<file path="config.mk">
export PLATFORM = sky130hd
export DESIGN_NAME = keypad_scan_ctrl
export DESIGN_NICKNAME = d
export VERILOG_FILES = /design/src/rtl/keypad_pkg.sv /design/src/rtl/keypad_db_counter.sv /design/src/rtl/keypad_scan_ctrl.sv
export SDC_FILE = /design/constraint.sdc
export NUM_CORES = 1
export LEC_CHECK = 0
export ABC_AREA = 1
export CAP_MARGIN = 0
export CORE_ASPECT_RATIO = 0.75
export CORE_MARGIN = 2
export CORE_UTILIZATION = 59
export DETAILED_ROUTE_END_ITERATION = 12
export PLACE_DENSITY = 0.78
export SLEW_MARGIN = 20
export SYNTH_ARGS = -nofsm -noshare
export SYNTH_HDL_FRONTEND = slang
export SYNTH_SLANG_ARGS = --single-unit
</file>
<file path="constraint.sdc">
create_clock -name clk -period 1.77 [get_ports clk]
set_input_delay 0.354 -clock clk [delete_from_list [all_inputs] [get_ports clk]]
set_output_delay 0.354 -clock clk [all_outputs]
set_load 0.005 [all_outputs]
</file>
<file path="src/rtl/keypad_pkg.sv">
// ---------------------------------------------------------------------------
// keypad_pkg
// Shared types and helpers for the 4x4 keypad scan controller.
//   kp_state_e  : controller states (SCAN, DB_PRESS, HELD, DB_RELEASE)
//   KEYMAP      : key code per [row][column]
//   onehotToIdx : one-hot (4 bit) to 2-bit index
//   isOneHot    : true when exactly one of four bits is set
// ---------------------------------------------------------------------------
package keypad_pkg;

  typedef enum logic [1:0] {
    SCAN       = 2'd0,
    DB_PRESS   = 2'd1,
    HELD       = 2'd2,
    DB_RELEASE = 2'd3
  } kp_state_e;

  // Physical keypad legend, indexed [row][column].
  localparam logic [3:0] KEYMAP [4][4] = '{
    '{4'h1, 4'h2, 4'h3, 4'hA},
    '{4'h4, 4'h5, 4'h6, 4'hB},
    '{4'h7, 4'h8, 4'h9, 4'hC},
    '{4'hE, 4'h0, 4'hF, 4'hD}
  };

  function automatic logic [1:0] onehotToIdx(input logic [3:0] oh);
    logic [1:0] idx;
    idx = 2'd0;
    case (oh)
      4'b0010: idx = 2'd1;
      4'b0100: idx = 2'd2;
      4'b1000: idx = 2'd3;
      default: idx = 2'd0;
    endcase
    return idx;
  endfunction

  // Clearing the lowest set bit leaves zero only for a single-bit value.
  function automatic logic isOneHot(input logic [3:0] v);
    return (v != 4'b0000) && ((v & (v - 4'd1)) == 4'b0000);
  endfunction

endpackage

</file>
<file path="src/rtl/keypad_db_counter.sv">
// ---------------------------------------------------------------------------
// keypad_db_counter
// Clearable saturating up-counter with enable and terminal-count flag. Used
// for the row dwell, press/release debounce and held-key repeat timers.
//   clk_i   : clock
//   reset_i : asynchronous active-high reset (count -> 0)
//   clr_i   : synchronous clear, wins over enable
//   en_i    : count enable; the count stops at TERMINAL
//   tc_o    : high while the count equals TERMINAL
// ---------------------------------------------------------------------------
module keypad_db_counter #(
  parameter int WIDTH    = 8,
  parameter int TERMINAL = 1
) (
  input  logic clk_i,
  input  logic reset_i,
  input  logic clr_i,
  input  logic en_i,
  output logic tc_o
);

  logic [WIDTH-1:0] cnt_q;
  logic [WIDTH-1:0] cnt_d;

  assign tc_o = (cnt_q == WIDTH'(TERMINAL));

  // Saturation keeps the count from wrapping if a caller leaves en_i high.
  always_comb begin
    cnt_d = cnt_q;
    if (clr_i) begin
      cnt_d = '0;
    end else if (en_i && !tc_o) begin
      cnt_d = cnt_q + WIDTH'(1);
    end
  end

  always_ff @(posedge clk_i or posedge reset_i) begin
    if (reset_i) begin
      cnt_q <= '0;
    end else begin
      cnt_q <= cnt_d;
    end
  end

endmodule

</file>
<file path="src/rtl/keypad_scan_ctrl.sv">
// ---------------------------------------------------------------------------
// keypad_scan_ctrl
// Sequencing controller for the 4x4 keypad: strobes rows, detects a single
// pressed key on the synchronized columns, debounces press and release, locks
// onto that key until it is released, and emits a one-cycle key_valid pulse
// with the key code.
//   clk       : 10 kHz scan clock
//   reset     : asynchronous active-high reset
//   col       : synchronized column sense, active-high
//   row       : one-hot active-high row strobe
//   key_code  : code of the last accepted key, held until the next pulse
//   key_valid : one-cycle pulse, key_code valid in the same cycle
//   key_held  : high while the locked key is considered pressed
// Optional build macro: KEYPAD_REPEAT_EN adds auto-repeat every
// REPEAT_CYCLES cycles while a key stays held.
// SCAN_DIV must be at least 4 so the column synchronizer settles before the
// row is sampled.
// ---------------------------------------------------------------------------
module keypad_scan_ctrl
  import keypad_pkg::*;
#(
  parameter int SCAN_DIV        = 10,
  parameter int DEBOUNCE_CYCLES = 200,
  parameter int REPEAT_CYCLES   = 5000
) (
  input  logic       clk,
  input  logic       reset,
  input  logic [3:0] col,
  output logic [3:0] row,
  output logic [3:0] key_code,
  output logic       key_valid,
  output logic       key_held
);

  localparam int MAX_A     = (SCAN_DIV > DEBOUNCE_CYCLES) ? SCAN_DIV : DEBOUNCE_CYCLES;
  localparam int MAX_PARAM = (MAX_A > REPEAT_CYCLES) ? MAX_A : REPEAT_CYCLES;
  localparam int CNT_W     = $clog2(MAX_PARAM);

  kp_state_e  state_q, state_d;
  logic [3:0] row_q, row_d;
  logic [3:0] code_q, code_d;
  logic       valid_q, valid_d;
  logic [1:0] rowIdx_q, rowIdx_d;
  logic [1:0] colIdx_q, colIdx_d;

  logic       dwellClr, dwellEn, dwellTc;
  logic       dbClr, dbEn, dbTc;
  logic [3:0] colSel;
  logic       colMatch;
  logic       colHeld;
  logic [3:0] rowNext;

  assign colSel   = 4'b0001 << colIdx_q;
  // Press debounce needs the exact captured pattern; release only watches
  // the locked column so other keys cannot disturb the lock.
  assign colMatch = (col == colSel);
  assign colHeld  = col[colIdx_q];
  assign rowNext  = {row_q[2:0], row_q[3]};

  keypad_db_counter #(.WIDTH(CNT_W), .TERMINAL(SCAN_DIV - 1)) u_dwell (
    .clk_i   (clk),
    .reset_i (reset),
    .clr_i   (dwellClr),
    .en_i    (dwellEn),
    .tc_o    (dwellTc)
  );

  keypad_db_counter #(.WIDTH(CNT_W), .TERMINAL(DEBOUNCE_CYCLES - 1)) u_debounce (
    .clk_i   (clk),
    .reset_i (reset),
    .clr_i   (dbClr),
    .en_i    (dbEn),
    .tc_o    (dbTc)
  );

`ifdef KEYPAD_REPEAT_EN
  logic repClr, repEn, repTc;

  keypad_db_counter #(.WIDTH(CNT_W), .TERMINAL(REPEAT_CYCLES - 1)) u_repeat (
    .clk_i   (clk),
    .reset_i (reset),
    .clr_i   (repClr),
    .en_i    (repEn),
    .tc_o    (repTc)
  );
`endif

  // Next-state logic. Counters are held clear outside the states that use
  // them, so each one starts from zero on entry to its state.
  always_comb begin
    state_d  = state_q;
    row_d    = row_q;
    code_d   = code_q;
    valid_d  = 1'b0;
    rowIdx_d = rowIdx_q;
    colIdx_d = colIdx_q;
    dwellClr = 1'b1;
    dwellEn  = 1'b0;
    dbClr    = 1'b1;
    dbEn     = 1'b0;
`ifdef KEYPAD_REPEAT_EN
    repClr   = 1'b1;
    repEn    = 1'b0;
`endif

    case (state_q)
      SCAN: begin
        dwellClr = 1'b0;
        dwellEn  = 1'b1;
        if (dwellTc) begin
          dwellClr = 1'b1;
          if (isOneHot(col)) begin
            rowIdx_d = onehotToIdx(row_q);
            colIdx_d = onehotToIdx(col);
            state_d  = DB_PRESS;
          end else begin
            row_d = rowNext;
          end
        end
      end

      // A mismatch drops back to SCAN with the row still frozen, giving the
      // same row one full dwell before rotation resumes.
      DB_PRESS: begin
        dbClr = 1'b0;
        if (!colMatch) begin
          dbClr   = 1'b1;
          state_d = SCAN;
        end else if (dbTc) begin
          dbClr   = 1'b1;
          state_d = HELD;
          valid_d = 1'b1;
          code_d  = KEYMAP[rowIdx_q][colIdx_q];
        end else begin
          dbEn = 1'b1;
        end
      end

      HELD: begin
        if (!colHeld) begin
          state_d = DB_RELEASE;
        end
`ifdef KEYPAD_REPEAT_EN
        else begin
          repClr = 1'b0;
          repEn  = 1'b1;
          if (repTc) begin
            repClr  = 1'b1;
            valid_d = !valid_q;
          end
        end
`endif
      end

      DB_RELEASE: begin
        dbClr = 1'b0;
        if (colHeld) begin
          dbClr   = 1'b1;
          state_d = HELD;
        end else if (dbTc) begin
          dbClr   = 1'b1;
          state_d = SCAN;
          row_d   = rowNext;
        end else begin
          dbEn = 1'b1;
        end
      end

      default: begin
        state_d = SCAN;
      end
    endcase
  end

  always_ff @(posedge clk or posedge reset) begin
    if (reset) begin
      state_q  <= SCAN;
      row_q    <= 4'b0001;
      code_q   <= 4'h0;
      valid_q  <= 1'b0;
      rowIdx_q <= 2'd0;
      colIdx_q <= 2'd0;
    end else begin
      state_q  <= state_d;
      row_q    <= row_d;
      code_q   <= code_d;
      valid_q  <= valid_d;
      rowIdx_q <= rowIdx_d;
      colIdx_q <= colIdx_d;
    end
  end

  assign row       = row_q;
  assign key_code  = code_q;
  assign key_valid = valid_q;
  assign key_held  = (state_q == HELD) || (state_q == DB_RELEASE);

endmodule

</file>
# After elaboration in Yosys (flattened, before gate mapping)
# Cells that the tools add are included.
[word_totals]
reg_bits = 41
inputBits = 6
[op_classes]
add_sub_neg = 3
magnitude_cmp = 3
n_eq_ne = 20
shifts = 1
mux = 40
bitwise = 3
n_reduce_logical = 16
[ops]
columns = ["operator", "count"]
rows = [
  ["$mux W13", 4],
  ["$bmux W16 S2", 1],
  ["$mux W16", 2],
  ["$add A13 B1 Y13 const B", 2],
  ["$mux W4", 6],
  ["$mux W2", 7],
  ["$eq A13 B4 Y1 const B", 1],
  ["$eq A13 B8 Y1 const B", 1],
  ["$mux W1", 12],
  ["$pmux W2 S3", 2],
  ["$reduce_and A5 Y1", 2],
  ["$bmux W4 S2", 1],
  ["$eq A4 B2 Y1 const B", 2],
  ["$eq A4 B3 Y1 const B", 2],
  ["$eq A4 B4 Y1 const B", 2],
  ["$ne A2 B2 Y1 const B", 4],
  ["$pmux W2 S4", 1],
  ["$pmux W4 S2", 1],
  ["$ge A3 B3 Y1 const B", 2],
  ["$ne A3 B2 Y1 const B", 2],
  ["$not A2 Y3", 2],
  ["$reduce_and A3 Y1", 2],
  ["$reduce_bool A2 Y1", 3],
  ["$and A4 B4 Y4", 1],
  ["other kinds (15)", 21],
]

# Longest topological paths before layout
# Gate-level depths: netlist of the first run.
[logic_depth]
ltp_word = 7
mapped_depth = 11
ltp_nobuf = 11

# Modules after synthesis
# A second synthesis of the first run with hierarchy kept.
[hier_totals]
hier_cells = 451
hier_area_um2 = 2977.9
[modules_own_cells]
columns = ["mod", "instances", "cells_per_inst", "area_each_um2"]
rows = [
  ["keypad_scan_ctrl", 1, 153, 1028.5],
  ["keypad_db_counter (u_dwell)", 1, 151, 991.0],
  ["keypad_db_counter (u_debounce)", 1, 147, 958.4],
]

# Worst setup path before layout of the first run
# No wires, ideal clock.
[synth_timing]
path_type = "register to register"
from = "reg u_dwell.cnt_q[1]"
to = "reg row_q[1], in the netlist row[1]"
arrival_time_ps = 1403
required_ps = 1643
path_slack_ps = 240
stages_incl_launch_ff = 12
n_path_buf = 0
cell_sequence = "dfrtp_1 > inv_1 > ha_1 > nand2_1 > nor3_1 > nand2_1 > nand2_2 > nand2_1 > inv_1 > nand2_1 > nand2_1 > o21ai_0"
[synth_between]
elab_chain_cells = 3
[synth_lines]
columns = ["element", "line_no", "rtl"]
rows = [
  ["start, declared", "keypad_db_counter.sv:22", "logic [WIDTH-1:0] cnt_q;"],
  ["start signal, assigned", "keypad_db_counter.sv:41", "cnt_q <= cnt_d;"],
  ["$eq A13 B4 Y1", "keypad_db_counter.sv:25", "assign tc_o = (cnt_q == WIDTH'(TERMINAL));"],
  ["$ne A2 B1 Y1 (no line)", "-", ""],
  ["$reduce_and A5 Y1 (no line)", "-", ""],
  ["end signal, assigned", "keypad_scan_ctrl.sv:185", "row_q <= row_d;"],
  ["end, declared", "keypad_scan_ctrl.sv:40", "logic [3:0] row_q, row_d;"],
]
# No other way between the ends.
# A chain may end at the register's enable or synchronous reset.

# Worst setup path after layout of the first run
[layout_timing]
from = "reg row_q[0], in the netlist row[0]"
to = "out row[0]"
[layout_lines]
columns = ["element", "line_no", "rtl"]
rows = [
  ["end, declared", "keypad_scan_ctrl.sv:29", "output logic [3:0] row,"],
]
# No word-level cell between the ends.

==> results of run 1 <==
-- cells by family after synthesis --
| group | count (synthesis) |
|---|---|
| xor+xnor | 12 |
| compound gates | 39 |
| simple gates | 177 |
| fa+ha+maj | 3 |
| buf+inv | 46 |
| flops | 41 |
-- layer usage --
metal | vias to the layer above | GRT usage, % | share of wire, %
met1 | 969 | 34.1 | 49
li1 | 1086 | - | -
met3 | 4 | 6.60 | 5.5
met4 | 0 | 7.40 | 0.94
met5 | - | 0 | 0
met2 | 58 | 37.3 | 44
-- flip-flops by register name (all words and copies together), names as in the netlist --
| register | count |
|---|---|
| colIdx_q | 2 |
| key_code | 4 |
| key_valid | 1 |
| row | 4 |
| rowIdx_q | 2 |
| state_q | 2 |
| u_debounce.cnt_q | 13 |
| u_dwell.cnt_q | 13 |
-- timing repair --
| action | in CTS | in global routing |
|---|---|---|
| setup endpoints to repair | 0 | 11 |
| buffers inserted | 0 | 0 |
| gates resized for setup | 0 | 10 |
-- report_power, final --
part	switching (mW)	internal, mW	leakage [nW]	total [mW]
Clock	0.301	0.280	0.0395	0.581
Combinational	0.509	0.304	0.686	0.813
Sequential	0.112	1.03	0.559	1.14
-- final cells by class --
type,instances,share of cell area (%)
Inverter,43,5.74
Multi-Input combinational cell,231,41.6
Clock buffer,8,2.85
Tap cell,52,2.31
Timing Repair Buffer,31,10.9
Sequential cell,41,36.6
-- worst min path at each step --
stage	from	to	slack (ns)	cells after the start
5_1_grt	reset	u_dwell.cnt_q[0]	0.43	3
2_1_floorplan	u_debounce.cnt_q[0]	u_debounce.cnt_q[0]	0.46	1
3_5_place_dp	u_debounce.cnt_q[0]	u_debounce.cnt_q[0]	0.48	1
4_1_cts	reset	u_debounce.cnt_q[11]	0.44	3
6_report	reset	u_dwell.cnt_q[0]	0.43	3
3_3_place_gp	key_code[1]	key_code[1]	0.47	2
-- Yosys cell counts --
cell / count
sky130_fd_sc_hd__nand3_1: 21
sky130_fd_sc_hd__dfrtp_1: 40
sky130_fd_sc_hd__o21bai_1: 3
sky130_fd_sc_hd__o31ai_1: 2
sky130_fd_sc_hd__and3_1: 1
sky130_fd_sc_hd__a21oi_2: 1
sky130_fd_sc_hd__clkbuf_1: 1
sky130_fd_sc_hd__o21ai_0: 19
sky130_fd_sc_hd__nor2_4: 2
sky130_fd_sc_hd__nand2_1: 75
sky130_fd_sc_hd__nand4_1: 6
sky130_fd_sc_hd__dfstp_2: 1
sky130_fd_sc_hd__and2_0: 1
sky130_fd_sc_hd__nor2_2: 9
sky130_fd_sc_hd__or2_1: 1
sky130_fd_sc_hd__nand2_2: 2
sky130_fd_sc_hd__ha_1: 3
sky130_fd_sc_hd__o22ai_1: 1
sky130_fd_sc_hd__xor2_2: 1
sky130_fd_sc_hd__nor2_1: 43
sky130_fd_sc_hd__o21ai_1: 2
sky130_fd_sc_hd__buf_12: 1
sky130_fd_sc_hd__buf_6: 1
sky130_fd_sc_hd__nor3_1: 15
sky130_fd_sc_hd__nand3_2: 1
sky130_fd_sc_hd__xor2_1: 11
sky130_fd_sc_hd__a21oi_1: 9
sky130_fd_sc_hd__inv_2: 2
sky130_fd_sc_hd__inv_1: 41
sky130_fd_sc_hd__a31oi_1: 2
-- through the flow --
stage | cells | total power [mW] | area [sq um]
floorplan | 318 | 1.69 | 2370
global placement | 398 | 1.92 | 2710
CTS | 406 | 2.53 | 2790
detailed placement | 398 | 1.94 | 2710
global route | 406 | 2.72 | 2810
finish | 406 | 2.53 | 2810
-- worst reg2reg max path, cell delays in order (launching register included) --
cell and delay, ns:
sky130_fd_sc_hd__dfrtp_1 0.41, sky130_fd_sc_hd__ha_1 0.19, sky130_fd_sc_hd__nand2_1 0.06, sky130_fd_sc_hd__nor2_1 0.12, sky130_fd_sc_hd__nand3_1 0.20, sky130_fd_sc_hd__nand3_1 0.16, sky130_fd_sc_hd__nand2_1 0.08, sky130_fd_sc_hd__inv_2 0.10
sky130_fd_sc_hd__buf_12 0.14, sky130_fd_sc_hd__o31ai_1 0.07
==> results.md, run 1 <==
Synthesis:
- After synthesis, the share of cell area in mux cells is 0%.
- The proportion of netlist area held by the largest area contributor is between 40% and 50%.
- The Yosys step of the flow raised 0 warnings.
- In the synthesized netlist, the number of instances is approximately 320.
- The post-synthesis cell area is between 2000 and 2500 sq um.
- In this run the mean area of a mapped cell was approximately 7.5 sq um.
- The post-synthesis xor/xnor area fraction is ~4.8%.
- The number of synthesized register bits is 41.
- Of the total synthesized cell area, the portion taken by AND, OR, NAND and NOR gates is 32.9%.
- The number of nets produced by synthesis is 327.
- In the post-synthesis netlist, the biggest area contributors are sky130_fd_sc_hd__dfrtp_1 (42%), sky130_fd_sc_hd__nand2_1 (12%), sky130_fd_sc_hd__nor2_1 (6.8%), sky130_fd_sc_hd__inv_1 (6.5%), sky130_fd_sc_hd__nand3_1 (4.4%).
- Of all cell types, the one taking the most synthesized area is sky130_fd_sc_hd__dfrtp_1.
- The fraction of the mapped netlist area in compound gates is a little under a tenth.
- The sequential share of the synthesized area is a little over two fifths.
- The number of distinct library cell variants in the gate-level netlist after synthesis is 30.
- Summing the areas of all fa, ha and maj instances in the mapped netlist gives under 10% of the synthesized area.
- The combinational family with the most area after synthesis is simple AND/OR/NAND/NOR gates.

Setup path:
- In this run the critical register-to-register path is captured at state_q[0].
- The launching point of the worst reg2reg path is u_debounce.cnt_q[0].
- The family with the most delay on the worst path is flip-flops.
- The last element of the critical path is row[0].
- The worst setup path is of the register to output pin kind.
- The largest fanout on the critical path is 3.
- For the worst setup path, the data arrival time is between 1 and 1.5 ns.
- The worst setup path is captured at an output pin.
- The signal on the critical path passes through clkdlybuf4s50_1.
- Measured in cells, the most critical reg-to-reg path has a length of 9.
- The data required time of the worst path is roughly 1.4 ns.
- The slowest stage of the critical path belongs to the cell sky130_fd_sc_hd__dfstp_2.
- The biggest cell delay along the critical path is about 0.55 ns.
- Counting both buffers and inverters, the worst setup path holds a total of 1.
- The most critical setup path has its startpoint at row[0].
- The number of cells on the critical path is 1.
- The worst setup slack for register-to-register paths is 0.13 ns.
- The worst setup path is launched from a register.

Finish:
- The layout overhead on the synthesized area is 18.7%.
- Fill cells in the final layout number between 300 and 400.
- The sequential cell area in the final layout is around 1000 sq um.
- The utilization after layout is around three quarters.
- The proportion of layout cells with a drive suffix above 1 is a little over an eighth.
- The antenna cell count is 0.
- The net total in the final layout is ~360.
- Leaving out fill and tap cells, the most frequent cells in the layout are sky130_fd_sc_hd__nand2_1 (74), sky130_fd_sc_hd__nor2_1 (42), sky130_fd_sc_hd__inv_1 (41).
- The multi-input combinational cells in the finished layout cover a total of 1170 sq um.
- The leading cell type in the layout, fill and taps excluded is sky130_fd_sc_hd__nand2_1.

Floorplanning:
- The horizontal die dimension is ~77 microns.
- For this configuration, the core starts out at a cell density of 63.1%.
- The placeable core region is 3760 sq um.
- The die covers 4540 sq um.
- 16 I/O pins were placed.
- After floorplanning, the core was divided into 19 placement rows.
- Measured along the y axis, the die boundary spans 58.9 microns.

Timing:
- The worst max-slew margin expressed relative to the limit is 81.3%.
- The max-slew violation count is 0.
- Of the available clock period, the critical path in the final layout requires around 95%.
- The final-report hold violation count came to 0.
- The hold slack is between 0.4 and 0.5 ns.
- On the final layout, the worst clock skew is ~0.0053 ns.
- The maximum achievable frequency is a little under 600 MHz.
- Setup repair after global routing left no endpoint under its margin.
- The final-layout setup total negative slack is 0 ns.
- Setup violations remaining at the end of the flow were counted as 0.
- Once routing completed, OpenROAD measured the worst setup slack at 0.0810 ns.
- The clock period minus final worst setup slack is 1.69 ns.
- At the pin with the least slew margin, the transition time is about 0.28 ns.

Routing:
- The detailed router finished its first iteration with around 130 violations.
- The routed length per instance is ~12 microns.
- The overall via count from detail_route is around 2100.
- In the routed layout, each cell is associated on average with a via count of between 5 and 6.
- The count of unresolved DRC violations after routing is 0.
- The final layout contains routed wiring with a total length of around 4900 microns.
- The first detailed-routing pass ran for 5 iterations.
- The number of antenna-violating nets in the routed design is 0.

Flow run:
- The count of maximum capacitance violations is 0.

CTS:
- The clock slew seen by the registers of the worst setup and hold paths is ~0.07 ns.
- CTS built an H-tree with a depth of 2.
- For this design, the CTS-stage hold fixing added 0 buffers.
- The clock insertion delay at the later pin of the skew report is a little under 0.3 ns.
- The buffer type at the clock tree root is sky130_fd_sc_hd__clkbuf_8.
- Counting every sink on the clock net gives 41.
- The clock tree from TritonCTS is yes.
- Counting the buffers created by CTS gives 5.
- The maximum clock path buffer count is 2.

Min path:
- The class of the tightest hold or removal check is primary input to async pin.

Placement:
- Buffers placed on the I/O ports in this run total 15.
- The placer's final routability congestion estimate is approximately 0.90.
- The half-perimeter wire length after placement is approximately 3600 microns.
- The setup slack after placement is -0.171 ns.

Global route:
- The total global-route track usage is between 20 and 25%.
- Entering global routing, the biggest net connects 42 pins.
- The residual overflow from global routing is 0.
- The initial antenna violation count is 0.
- The first global-routing pass estimated between 8000 and 9000 microns of wire.
- The number of global-route vias before repair is slightly below 2000.

Pwr:
- For this design the ratio of total power to cell area is ~900 nW/um^2.
- Across the VDD grid, the largest voltage drop is approximately 0.7 mV.
- Summed over all cells, the static leakage comes to between 1 and 1.5 nW.

Outcome:
- The run finished with clean final reports.
Note: power is estimated with default switching activity, not from simulation.
==> inputs of run 2 (changes only) <==
--- a/config.mk
+++ b/config.mk
@@ -12,6 +12,7 @@
 export CORE_UTILIZATION = 59
 export DETAILED_ROUTE_END_ITERATION = 12
 export PLACE_DENSITY = 0.78
+export SETUP_SLACK_MARGIN = 0.5
 export SLEW_MARGIN = 20
 export SYNTH_ARGS = -nofsm -noshare
 export SYNTH_HDL_FRONTEND = slang
==> constraint.sdc (replaced) <==
create_clock -name clk -period 1.77 [get_ports clk]
set_input_delay 0.2655 -clock clk [delete_from_list [all_inputs] [get_ports clk]]
set_output_delay 0.2655 -clock clk [all_outputs]
set_load 0.005 [all_outputs]
==> run 2 against run 1 <==
- sequential share of layout area decreased by 6.2 points
- maximum frequency increased by 0.95%
- setup slack improved by 0.016 ns
- worst hold slack got worse by 0.18 ns
- clock power increased by 14%
- sequential cell count unchanged
- cell area increased by 21%
- core utilization increased by 16 points
- cell count increased by 7.6%
- count of clock-buffer cells in the layout unchanged
- critical path type is now register to register
- highest routed layer unchanged
==> results.md, run 2 (synthesized netlist as in run 1, its figures left out) <==
CTS:
- The clock tree from TritonCTS is yes.
- The tree is rooted in a sky130_fd_sc_hd__clkbuf_8.
- The number of clock sinks is between 40 and 50.
- For the worst-skew pair, the clock arrives at the later sink with an insertion delay of 0.31 ns.
- The clock slew seen by the registers of the worst setup and hold paths is 0.08 ns.
- The number of H-tree branching levels is 2.
- The maximum clock path buffer count is 2.
- The number of buffers created by CTS is 5.

Placement:
- Routability-driven placement finished with a final weighted congestion of 0.829.
- In this run, placement finished with an instance count of ~400.
- The setup slack after placement is -0.145 ns.
- The HPWL after detailed placement is around 3800 microns.
- The placed instance area is around 2700 sq um.
- In this run the tool buffered the top-level ports with 15 buffer cells.

Floorplanning:
- For this configuration, the core starts out at a cell density of 63.1%.
- Measured along the x axis, the die boundary spans 77.2 microns.
- The core region is roughly 3800 sq um.
- The die covers approximately 4500 sq um.
- The chip height is a little under 60 microns.
- The number of placement rows is 19.
- The number of placed I/O pins is 16.

Timing:
- For the pin with the worst max-slew slack, the measured transition is 0.404 ns.
- The clock period minus final worst setup slack is ~1.7 ns.
- The total setup violations reported at the end of the flow is 0.
- The maximum achievable frequency is 598 MHz.
- Across the routed clock network, the largest skew measured is 0.00919 ns.
- The final-layout setup total negative slack is 0 ns.
- On the final layout, the worst hold slack is approximately 0.25 ns.
- Setup repair after global routing could not meet its margin everywhere.
- The final-report hold violation count came to 0.
- The max-slew violation count came to 0.
- Once routing completed, OpenROAD measured the worst setup slack at between 0.09 and 0.1 ns.
- In this run the tightest slew margin relative to its limit is between 70 and 80%.
- Dividing the final minimum period by the clock period gives 94.5%.

Pwr:
- The design draws ~3.4 mW.
- VDD sags by at most about 1.3 mV.
- The static leakage is between 1.5 and 2 nW.
- Dividing total power by cell area gives a power density of around 1000 nW/um^2.

Setup path:
- The buffers plus inverters on the worst setup path is 2.
- The startpoint identified for the worst register-to-register timing path is u_dwell.cnt_q[1].
- The biggest cell delay along the critical path is slightly above 0.4 ns.
- Among the stages of the critical path, the cell type that occurs most often is sky130_fd_sc_hd__nand2_1.
- STA classifies the critical path startpoint as a register.
- The slowest stage cell on the critical path is sky130_fd_sc_hd__dfrtp_1.
- The worst endpoint data arrival time is approximately 1.9 ns.
- Among cell families on the critical path, the largest total delay comes from simple AND/OR/NAND/NOR gates.
- The worst setup path is of the register to register kind.
- The largest fanout on the critical path is 3.
- The launching element of the worst setup path is u_dwell.cnt_q[1].
- Data on the critical path is required at its endpoint by between 1.5 and 2 ns.
- Traced cell by cell, the critical path runs through inv_1, ha_2, nand2_2, nor3_4, buf_6, a21oi_4, nor2_4, nand3_2, nand2_1, nand2_1.
- The endpoint type of the worst setup path is a register.

Finish:
- The antenna cell count is 0.
- The area growth from synthesis to layout is 43.3%.
- The utilization after layout is 90.4%.
- The largest registers in the layout are u_debounce.cnt_q: 13 flops, u_dwell.cnt_q: 13 flops.
- The top cell types in the final layout, fill and taps aside, are sky130_fd_sc_hd__nand2_1 (50), sky130_fd_sc_hd__inv_1 (39), sky130_fd_sc_hd__dfrtp_1 (36), sky130_fd_sc_hd__buf_4 (36), sky130_fd_sc_hd__nor2_1 (32).
- The net total in the final layout is 393.
- The leading cell type in the layout, fill and taps excluded is sky130_fd_sc_hd__nand2_1.
- For this run, the number of standard cells in the final layout without fillers is between 400 and 500.
- The proportion of layout cells with a drive suffix above 1 is 38.2%.
- The finished cells cover 3400 sq um.

Global route:
- The maximum number of pins on one net before global-route repair is 34.
- The initial antenna violation count is 0.
- The number of global-route vias before repair is 2332.
- After global routing the overflow that remains totals 0.
- The total global-route track usage is between 30% and 40%.
- The global-route wire length before repair is 11000 microns.

Routing:
- The overall via count from detail_route is ~2800.
- The detailed router finished its first iteration with 412 violations.
- In the final routed layout, each cell accounts on average for approximately 21 microns.
- The number of antenna-violating nets in the routed design is 0.
- Using the TritonRoute via totals, the vias-per-cell ratio works out to ~6.4.
- After detailed routing, the number of remaining DRC violations is 0.
- The first detailed-routing pass took 5 iterations.
- The routed wire length is ~9000 microns.

Min path:
- The worst hold path belongs to the class primary input to async pin.

Outcome:
- The flow ran to the end, and the final reports show no timing, DRC or antenna violations.

Flow run:
- Across the run, the number of max-cap violations was 0.
==> run 2: final timing paths <==
path / end / slack, ns / cells after the start
worst max-delay path: state_q[1] / 0.1 / 10
worst min-delay path: row[2] / 0.25 / 2
worst max register to register: state_q[1] / 0.1 / 10
worst min register to register: key_code[2] / 0.50 / 2
max in group asynchronous: state_q[0] / 0.99 / 3
min in group clk: key_code[2] / 0.50 / 2
==> run 2: layout make-up <==
type                    count  area (sq um)
repair buffers             61           519
multi-input cells         231          1510
repair inverters            1          11.3
well taps                  52          65.1
clock buffers               8          90.1
flip-flops and latches     41          1030
fillers                   153           359
inverters                  43           174
==> run 2: worst reg2reg max path, cell delays in order (launching register included) <==
cell	delay, ns
sky130_fd_sc_hd__dfrtp_1	0.41
sky130_fd_sc_hd__inv_1	0.09
sky130_fd_sc_hd__ha_2	0.17
sky130_fd_sc_hd__nand2_2	0.06
sky130_fd_sc_hd__nor3_4	0.21
sky130_fd_sc_hd__buf_6	0.14
sky130_fd_sc_hd__a21oi_4	0.08
sky130_fd_sc_hd__nor2_4	0.12
sky130_fd_sc_hd__nand3_2	0.09
sky130_fd_sc_hd__nand2_1	0.10
sky130_fd_sc_hd__nand2_1	0.08
==> run 2: routing by layer <==
metal	up-vias	track usage [%]	part of all wire [%]
li1	1144	-	-
met1	1289	42.5	36
met2	300	50.6	44
met3	76	6.44	13
met4	0	13.5	6.9
met5	-	0	0
==> run 2: timing repair <==
item | CTS | global route
buffers inserted | 19 | 10
endpoints found under the hold margin | 0 | 0
pin swaps | 22 | 15
endpoints found under the setup margin | 51 | 44
hold buffers | 0 | 0
resized for setup | 79 | 52
gates cloned | 1 | 0
==> run 2: where the power goes <==
part           switching, mW  internal [mW]
logic                  0.915          0.653
registers              0.157           1.03
clock network          0.347          0.319
total                   1.42           2.00
==> RTL edit: new RTL, config.mk and constraints of run 2 <==
Build with the macro `KEYPAD_REPEAT_EN` defined.
--- a/src/rtl/keypad_scan_ctrl.sv
+++ b/src/rtl/keypad_scan_ctrl.sv
@@ -17,4 +17,6 @@
 // row is sampled.
 // ---------------------------------------------------------------------------
+`define KEYPAD_REPEAT_EN
+
 module keypad_scan_ctrl
   import keypad_pkg::*;
Formal check against the unedited RTL: no difference found for any inputs over 10 cycles, from zero or initial values and one cycle with reset high; that may be too few to reach the edited logic, so the function may still have changed.
==> RTL edit against run 2 <==
Worst setup slack got worse by 10 ps. Count of clock-buffer cells in the layout is 1 lower. Sequential cell count is 13 higher. Final area increased by 38%. Area after synthesis rose by 40%. Combinational power decreased by 4%. Routed wire length rose by 16%. Power grew 7.0%. Clock skew about the same.
==> RTL edit: results (changes against run 2) <==
* Crit Path Max Fanout at 5 (was 3)
* Seq/Total Area, Yosys at 40.9% (was 43.3%)
* Synth unique cells at 35 (was 30)
* CTS root buf: clkbuf_8 (unchanged)
* Largest registers: u_debounce.cnt_q (13), u_dwell.cnt_q (13), u_repeat.cnt_q (13) (was u_debounce.cnt_q (13), u_dwell.cnt_q (13))
* Proportion of layout cells with a drive suffix above 1 at 41.9% (was 38.2%)
* Drt first-iter violations at 330 (was 412)
* Initial antenna violation count at 0 (unchanged)
* Run status: complete, no violations (unchanged)
* Rel. slew slack at 72.1% (was 73.0%)
* Clock latency on the worst-skew pair at 320 ps
* Yosys warns at 0 (unchanged)
* Clock slew at reported path FFs at 100 ps (was 80 ps)
* Clk buf depth at 2 (unchanged)
* Fin nets at 526 (was 393)
* Hold Path Class: input pin to async pin (unchanged)
* Vias in the first global route at 3,057 (was 2,332)
* Net Count, Synth at 447 (was 327)
* Overall Global Routing Usage at 27.6% (was 31.5%)
* Count of antenna diodes in the layout at 0 (unchanged)
* DRT antenna net count at 0 (unchanged)
* Drt first pass iters at 5 (unchanged)
* Pleak at 1.97 nW (was 1.56 nW)
* Placed cell area at 3630 um2 (was 2730 um2)
* Synth Flop Type: dfrtp_1 (unchanged)
* Area contributors post-synth: dfrtp_1 40%, nand2_1 10%, nor2_1 7.4%, inv_1 6.1%, nand3_1 4.4% (was dfrtp_1 42%, nand2_1 12%, nor2_1 6.8%, inv_1 6.5%, nand3_1 4.4%)
* Crit path DAT at 1890 ps (was 1870 ps)
* Largest net degree at the start of global routing at 31 (was 34)
* First-pass GRT wire length at 13.6 mm (was 11.0 mm)
* PortBufs at 15 (unchanged)
* Worst clock skew at 9.53 ps (was 9.19 ps)
* DP Worst Slack at -149 ps (was -145 ps)
* Routed WL at 10.4 mm (was 8.98 mm)
* FFs w/ async S/R, synth at 100% (unchanged)
* Final GP Congestion at 0.857 (was 0.829)
* Vias at 3,447 (was 2,809)
* HPWL after detailed placement at 4.81 mm (was 3.78 mm)
* CTS buffer count at 5 (unchanged)
* H-tree levels at 2 (unchanged)
* Most instantiated cells after synthesis: 91 x nand2_1, 65 x nor2_1, 54 x inv_1 (was 75 x nand2_1, 43 x nor2_1, 41 x inv_1)
* Max VDD drop at 0.000548 V (was 0.00129 V)
## RTL edit: cell count changes in the layout (fill, tap and decap cells not counted), moves of 4 or more
cell	delta
xor2_1	+4
nand3_1	+9
buf_4	+14
nand2_1	+24
inv_2	+10
a21oi_1	+6
nor2_2	-5
nor2_4	+25
dfrtp_2	+7
nor2_1	+7
ha_4	+6
dfrtp_1	+6
## RTL edit: worst paths after layout
| path | startpoint | endpoint | slack [ps] | cells past startpoint |
|---|---|---|---|---|
| max | u_debounce.cnt_q[9] | row[3] | 90 | 9 |
| min | reset | state_q[0] | 370 | 3 |
| max reg2reg | u_debounce.cnt_q[9] | row[3] | 90 | 9 |
| min reg2reg | key_code[0] | key_code[0] | 490 | 2 |
| max in group asynchronous | reset | row[0] | 1020 | 3 |
| min in group clk | key_code[0] | key_code[0] | 490 | 2 |
## RTL edit: cell families (layout without fill, tap and decap cells)
| group | count (synthesis) | in the layout | synth area share, % |
|---|---|---|---|
| adders and majority gates | 8 | 8 | 3.03 |
| DFF | 54 | 54 | 40.9 |
| buffers and inverters | 62 | 140 | 8.10 |
| xor gates and xnor gates | 15 | 15 | 3.97 |
| AOI/OAI and AO/OA | 44 | 44 | 7.30 |
| and+or+nand+nor | 250 | 252 | 36.7 |
## RTL edit: what timing repair did
action | in CTS | in global routing
gates cloned | 2 | 0
gates resized for setup | 100 | 79
buffers inserted | 37 | 12
endpoints found under the setup margin | 64 | 57
pin swaps | 22 | 33
## RTL edit: report_power, final
part           switching, mW  internal (mW)
Clock                  0.425          0.317
Combinational          0.892          0.610
Sequential             0.107           1.31
## RTL edit: cell type report
cell class,instances,area [um2]
Clock buffer,7,86.3
Multi-Input combinational cell,319,2270
Fill cell,271,696
Clock inverter,1,5.00
Inverter,58,248
Timing Repair Buffer,74,612
Tap cell,75,93.8
Sequential cell,54,1370
## RTL edit: metal layers
metal / routed length (um) / global-route usage, % / vias to the layer above
li1: - / - / 1545
met4: 458 / 9.23 / 0
met3: 729 / 4.46 / 60
met2: 5250 / 50.7 / 207
met5: 0 / 0 / -
met1: 3990 / 34.2 / 1635
## RTL edit: stage by stage
stage               hold slack (ps)  cells  TNS, ps  total power, mW
floorplan                       333    433        0             2.13
global placement                451    529     -605             2.29
detailed placement              455    529    -1590             2.33
CTS                             382    576        0             3.36
global route                    417    588    -28.0             3.83
finish                          370    588        0             3.66
## RTL edit: worst max-delay path, stage by stage, from the launching register on
cell	delay, ps
dfrtp_1	390
or2_1	280
nor2_1	120
nand2_1	100
nor2_4	200
nor2_4	50
nor2_4	190
nand2_4	100
nand2_2	100
nand2_2	50
